===== src/rtl/pld_load_sequencer.sv =====
// Feeder for the parallel-load shift register: buffers upstream words in a
// small FIFO and releases one word with a single-cycle load strobe every
// PERIOD clocks. A window that ends with nothing queued raises underrun.
module pld_load_sequencer #(
    parameter int unsigned WIDTH  = 8,
    parameter int unsigned DEPTH  = 4,
    parameter int unsigned PERIOD = 8
) (
    input  logic                     clk_i,
    input  logic                     rst_ni,
    input  logic                     in_valid_i,
    input  logic [WIDTH-1:0]         in_data_i,
    output logic                     in_ready_o,
    output logic                     load_o,
    output logic [WIDTH-1:0]         din_o,
    output logic [$clog2(DEPTH):0]   fifo_level_o,
    output logic                     underrun_o
);

    localparam int unsigned PtrW   = $clog2(DEPTH);
    localparam int unsigned LevelW = PtrW + 1;
    localparam int unsigned CntW   = $clog2(PERIOD);

    localparam logic [LevelW-1:0] LevelFull = LevelW'(DEPTH);
    localparam logic [CntW-1:0]   CntLast   = CntW'(PERIOD - 1);

    typedef enum logic [1:0] {
        StIdle,
        StLoad,
        StShift
    } state_e;

    state_e              state_q, state_d;
    logic [CntW-1:0]     cnt_q, cnt_d;
    logic [WIDTH-1:0]    din_q, din_d;
    logic                underrun_q, underrun_d;

    logic [WIDTH-1:0]    mem_q [DEPTH];
    logic [PtrW-1:0]     wptr_q, wptr_d;
    logic [PtrW-1:0]     rptr_q, rptr_d;
    logic [LevelW-1:0]   level_q, level_d;

    logic                push;
    logic                pop;
    logic                fifo_empty;

    // Handshake: ready depends only on registered level and reset, never on valid.
    always_comb begin
        fifo_empty = (level_q == '0);
        in_ready_o = (level_q != LevelFull) & rst_ni;
        push       = in_valid_i & in_ready_o;
    end

    // Sequencer next state; a pop always coincides with entry into StLoad.
    always_comb begin
        state_d    = state_q;
        cnt_d      = cnt_q;
        din_d      = din_q;
        underrun_d = 1'b0;
        pop        = 1'b0;
        unique case (state_q)
            StIdle: begin
                if (!fifo_empty) begin
                    state_d = StLoad;
                    pop     = 1'b1;
                    cnt_d   = '0;
                    din_d   = mem_q[rptr_q];
                end
            end
            StLoad: begin
                state_d = StShift;
                cnt_d   = CntW'(1);
            end
            StShift: begin
                if (cnt_q == CntLast) begin
                    if (!fifo_empty) begin
                        state_d = StLoad;
                        pop     = 1'b1;
                        cnt_d   = '0;
                        din_d   = mem_q[rptr_q];
                    end else begin
                        // Window closed with no word ready: report the gap.
                        state_d    = StIdle;
                        underrun_d = 1'b1;
                        cnt_d      = '0;
                    end
                end else begin
                    cnt_d = cnt_q + CntW'(1);
                end
            end
            default: begin
                state_d = StIdle;
                cnt_d   = '0;
            end
        endcase
    end

    // FIFO pointer and level bookkeeping; push and pop together leave level unchanged.
    always_comb begin
        wptr_d  = push ? wptr_q + PtrW'(1) : wptr_q;
        rptr_d  = pop  ? rptr_q + PtrW'(1) : rptr_q;
        level_d = level_q;
        case ({push, pop})
            2'b10:   level_d = level_q + LevelW'(1);
            2'b01:   level_d = level_q - LevelW'(1);
            default: level_d = level_q;
        endcase
    end

    // Control and FIFO state registers with synchronous active-low reset.
    always_ff @(posedge clk_i) begin
        if (!rst_ni) begin
            state_q    <= StIdle;
            cnt_q      <= '0;
            din_q      <= '0;
            underrun_q <= 1'b0;
            wptr_q     <= '0;
            rptr_q     <= '0;
            level_q    <= '0;
        end else begin
            state_q    <= state_d;
            cnt_q      <= cnt_d;
            din_q      <= din_d;
            underrun_q <= underrun_d;
            wptr_q     <= wptr_d;
            rptr_q     <= rptr_d;
            level_q    <= level_d;
        end
    end

    // FIFO storage; cleared on reset so flushed contents never reappear.
    always_ff @(posedge clk_i) begin
        if (!rst_ni) begin
            for (int unsigned i = 0; i < DEPTH; i++) begin
                mem_q[i] <= '0;
            end
        end else if (push) begin
            mem_q[wptr_q] <= in_data_i;
        end
    end

    // Outputs are taken straight from registered state.
    always_comb begin
        load_o       = (state_q == StLoad);
        din_o        = din_q;
        fifo_level_o = level_q;
        underrun_o   = underrun_q;
    end

endmodule

===== config.mk =====
export PLATFORM = sky130hd
export DESIGN_NAME = pld_load_sequencer
export DESIGN_NICKNAME = d
export VERILOG_FILES = /design/src/rtl/pld_load_sequencer.sv
export SDC_FILE = /design/constraint.sdc
export NUM_CORES = 1
export LEC_CHECK = 0
export CAP_MARGIN = 20
export CORE_MARGIN = 5
export CORE_UTILIZATION = 60
export CTS_CLUSTER_DIAMETER = 80
export DETAILED_ROUTE_END_ITERATION = 10
export PLACE_DENSITY = 0.93
export SYNTH_ARGS = -nofsm -noshare
export SYNTH_HDL_FRONTEND = slang
export SYNTH_SLANG_ARGS = --single-unit

===== constraint.sdc =====
create_clock -name clk_i -period 4.55 [get_ports clk_i]
set_input_delay 0.91 -clock clk_i [delete_from_list [all_inputs] [get_ports clk_i]]
set_output_delay 0.91 -clock clk_i [all_outputs]
set_load 0.01 [all_outputs]

==> impl_metrics.yaml <==
status:
  status: "finished, final reports clean"
detailed_routing:
  drtIter0Drc: 87
  wire_per_inst_um: 15.9
  drt_first_pass_iters: 4
  vias: 1517
  drc_errors: 0
  via_per_inst: 5.60
  ant_nets: 0
  wl_um: 4310
synthesis:
  ys_top_cells_by_count: "and2_1, edfxtp_1, dfxtp_1"
  syn_area_sq_um: 2490
  syn_avg_cell_area_sq_um: 13.0
  yosysTopAreaCell: "edfxtp_1"
  yosys-mux-area-fraction: 0.0805
  synth_edf_count: 32
  synthArstFlopShare: 0
  synthAdderAreaFrac: 0.0433
  synth_nets: 211
  synth_top_flop_cell: "edfxtp_1"
  synth_xor_area_frac: 0.00704
  synthDistinctLibCells: 38
  synthCells: 192
  synth-seq-cells: 55
  synth_top_family_by_area: "simple AND/OR/NAND/NOR gates"
  ys_warn_count: 0
  ys_top_cells_by_area: "edfxtp_1, dfxtp_1, and2_1"
  seq_area_frac_synth: 0.571
  synth_compound_area_frac: 0.0729
  synthDominantCellAreaShare: 0.386
  synth-simple-area-share: 0.203
critical_path:
  critPathMaxStageDelay_ns: 0.54
  crit_fanout: 20
  endpoint: "in_ready_o"
  cpMaxStageDelayCell: "clkdlybuf4s50_1"
  crit_chain: "clkdlybuf4s50_1, buf_4, inv_1, nor2_1, clkdlybuf4s50_1"
  critPathKind: "input port to output port"
  reg2reg_from: "fifo_level_o[2]"
  reg2reg_depth: 9
  rrSetupSlack_ns: 1.96
  cp-start-kind: "input port"
  arrival_ns: 2.33
  rr_endpoint: "fifo_level_o[2]"
  endpoint_kind: "output port"
  cp_common_cell: "clkdlybuf4s50_1"
  required_ns: 3.64
  critPathLaunch: "rst_ni"
timing:
  slew_violations: 0
  rsz0062_at_grt: "no"
  hold_viol_final: 0
  period_share: 0.712
  fmax_mhz: 309
  setup_viol: 0
  slew_headroom: 0.530
  tightest_slew_ns: 0.703
  fin_crit_ns: 3.24
  fin_worst_skew_ns: 0.00609
  setup_tns_ns: 0
  hold_slack_ns: 0.463
power:
  power_density_nw_per_um2: 521
  p_leak_nw: 1.06
  ir_drop_mv: 0.318
place:
  dp_cells: 263
  post-dp-hpwl_um: 2970
  placement.io_buffers: 24
  globalplace.congestion: 0.781
floorplan:
  boundaryPins: 25
  die_h_um: 74.4
  die_area_sq_um: 5530
  die_w_um: 74.4
  coreArea_sq_um: 4000
  start_util: 0.622
  row_count: 23
cts:
  cts_buffers: 5
  ctsResizeCount: 0
  cts-root-buf: "clkbuf_8"
  ctsHoldBuffers: 0
  insertion_delay_ns: 0.31
  clk_path_buf_depth: 2
  clock-sinks: 55
  post-cts-setup-buffers: 0
  cts_htree_levels: 2
  cts.clk_slew.worst_paths_ns: 0.09
  tritoncts: "built"
finish:
  diodes: 0
  layout-drive-gt1-share: 0.122
  nets: 239
  fillCellCount: 260
  final_cells: 271
  syn_to_final_growth_pct: 17.4
global_route:
  antenna_found_initial: 0
  grt_use_met3: 0.0527
  overflow: 0
  grt_pass1_vias: 1514
  grt_pass1_wl_um: 7040
  grt_max_degree: 21
  met2_usage: 0.284
  use_met1: 0.223
  grt_use_total: 0.175
  top_usage_layer: "met2"
min_path:
  hold_path.class: "flop to flop"
  min_from: "din_o[6]"
flow_run:
  cap_violations: 0
## through the flow
| stage | total power, mW | cell area (sq um) | setup WS (ns) | utilization |
|---|---|---|---|---|
| finish | 1.52 | 2920 | 1.31 | 0.730 |
| global route | 1.60 | 2920 | 1.21 | 0.730 |
| CTS | 1.53 | 2920 | 1.31 | 0.730 |
| detailed placement | 1.15 | 2780 | 1.12 | 0.696 |
| global placement | 1.13 | 2780 | 1.24 | 0.696 |
| floorplan | 0.989 | 2490 | 1.96 | - |
## worst min path at each step
stage          slack (ns)  endpoint  cells past startpoint
3_5_place_dp         0.45  din_o[6]                      2
5_1_grt              0.49  din_o[6]                      2
2_1_floorplan        0.45  cnt_q[1]                      2
3_3_place_gp         0.45  din_o[7]                      2
6_report             0.46  din_o[6]                      2
4_1_cts              0.47  din_o[6]                      2
## state kept, by name, indices dropped and copies added (netlist names), named ones only
name,flops
wptr_q,2
underrun_o,1
fifo_level_o,3
rptr_q,2
mem_q,32
cnt_q,3
din_o,8
state_q,2
## critical path: cells and delay by family
family	cells	cell delay, ns
buffers and inverters	4	1.31
AND/OR/NAND/NOR	1	0.10
## placed cells by master (no fill, tap or decap), types with 3 or more instances in the layout
| cell type | instances |
|---|---|
| edfxtp_1 | 32 |
| inv_1 | 9 |
| o21ai_0 | 3 |
| dfxtp_1 | 23 |
| o2bb2ai_1 | 8 |
| mux4_2 | 8 |
| ha_1 | 7 |
| nand2_1 | 14 |
| and2_1 | 32 |
| clkbuf_8 | 5 |
| clkdlybuf4s50_1 | 24 |
| nand2b_1 | 4 |
| a21oi_1 | 9 |
| nor2_1 | 8 |
| or3_1 | 3 |
## kinds of logic after synthesis
kind of cell / count (synthesis)
and+or+nand+nor: 77
DFF: 55
AOI/OAI and AO/OA: 26
buffers and inverters: 14
muxes: 10
adders and majority gates: 8
xor gates and xnor gates: 2
## power breakdown
group          switching (mW)  internal, mW
Combinational           0.246         0.228
Sequential             0.0654         0.605
Clock                   0.156         0.220
Total                   0.467          1.05
## area by class of cell
class                      instances  area, sq um  share of cell area
clock buffer                       5         68.8              0.0236
clock inverter                     3         66.3              0.0227
inverter                           9         33.8              0.0116
multi-input combinational        123         1010               0.346
sequential                        55         1420               0.487
tap                               50         62.6              0.0214
timing repair buffer              26          255              0.0874
## routing by layer
metal  wire length (um)  share of wire
met5                  0              0
met3                288          0.067
met4                 70          0.016
met2               2180           0.51
met1               1770           0.41
(Power assumes the default switching activity.)
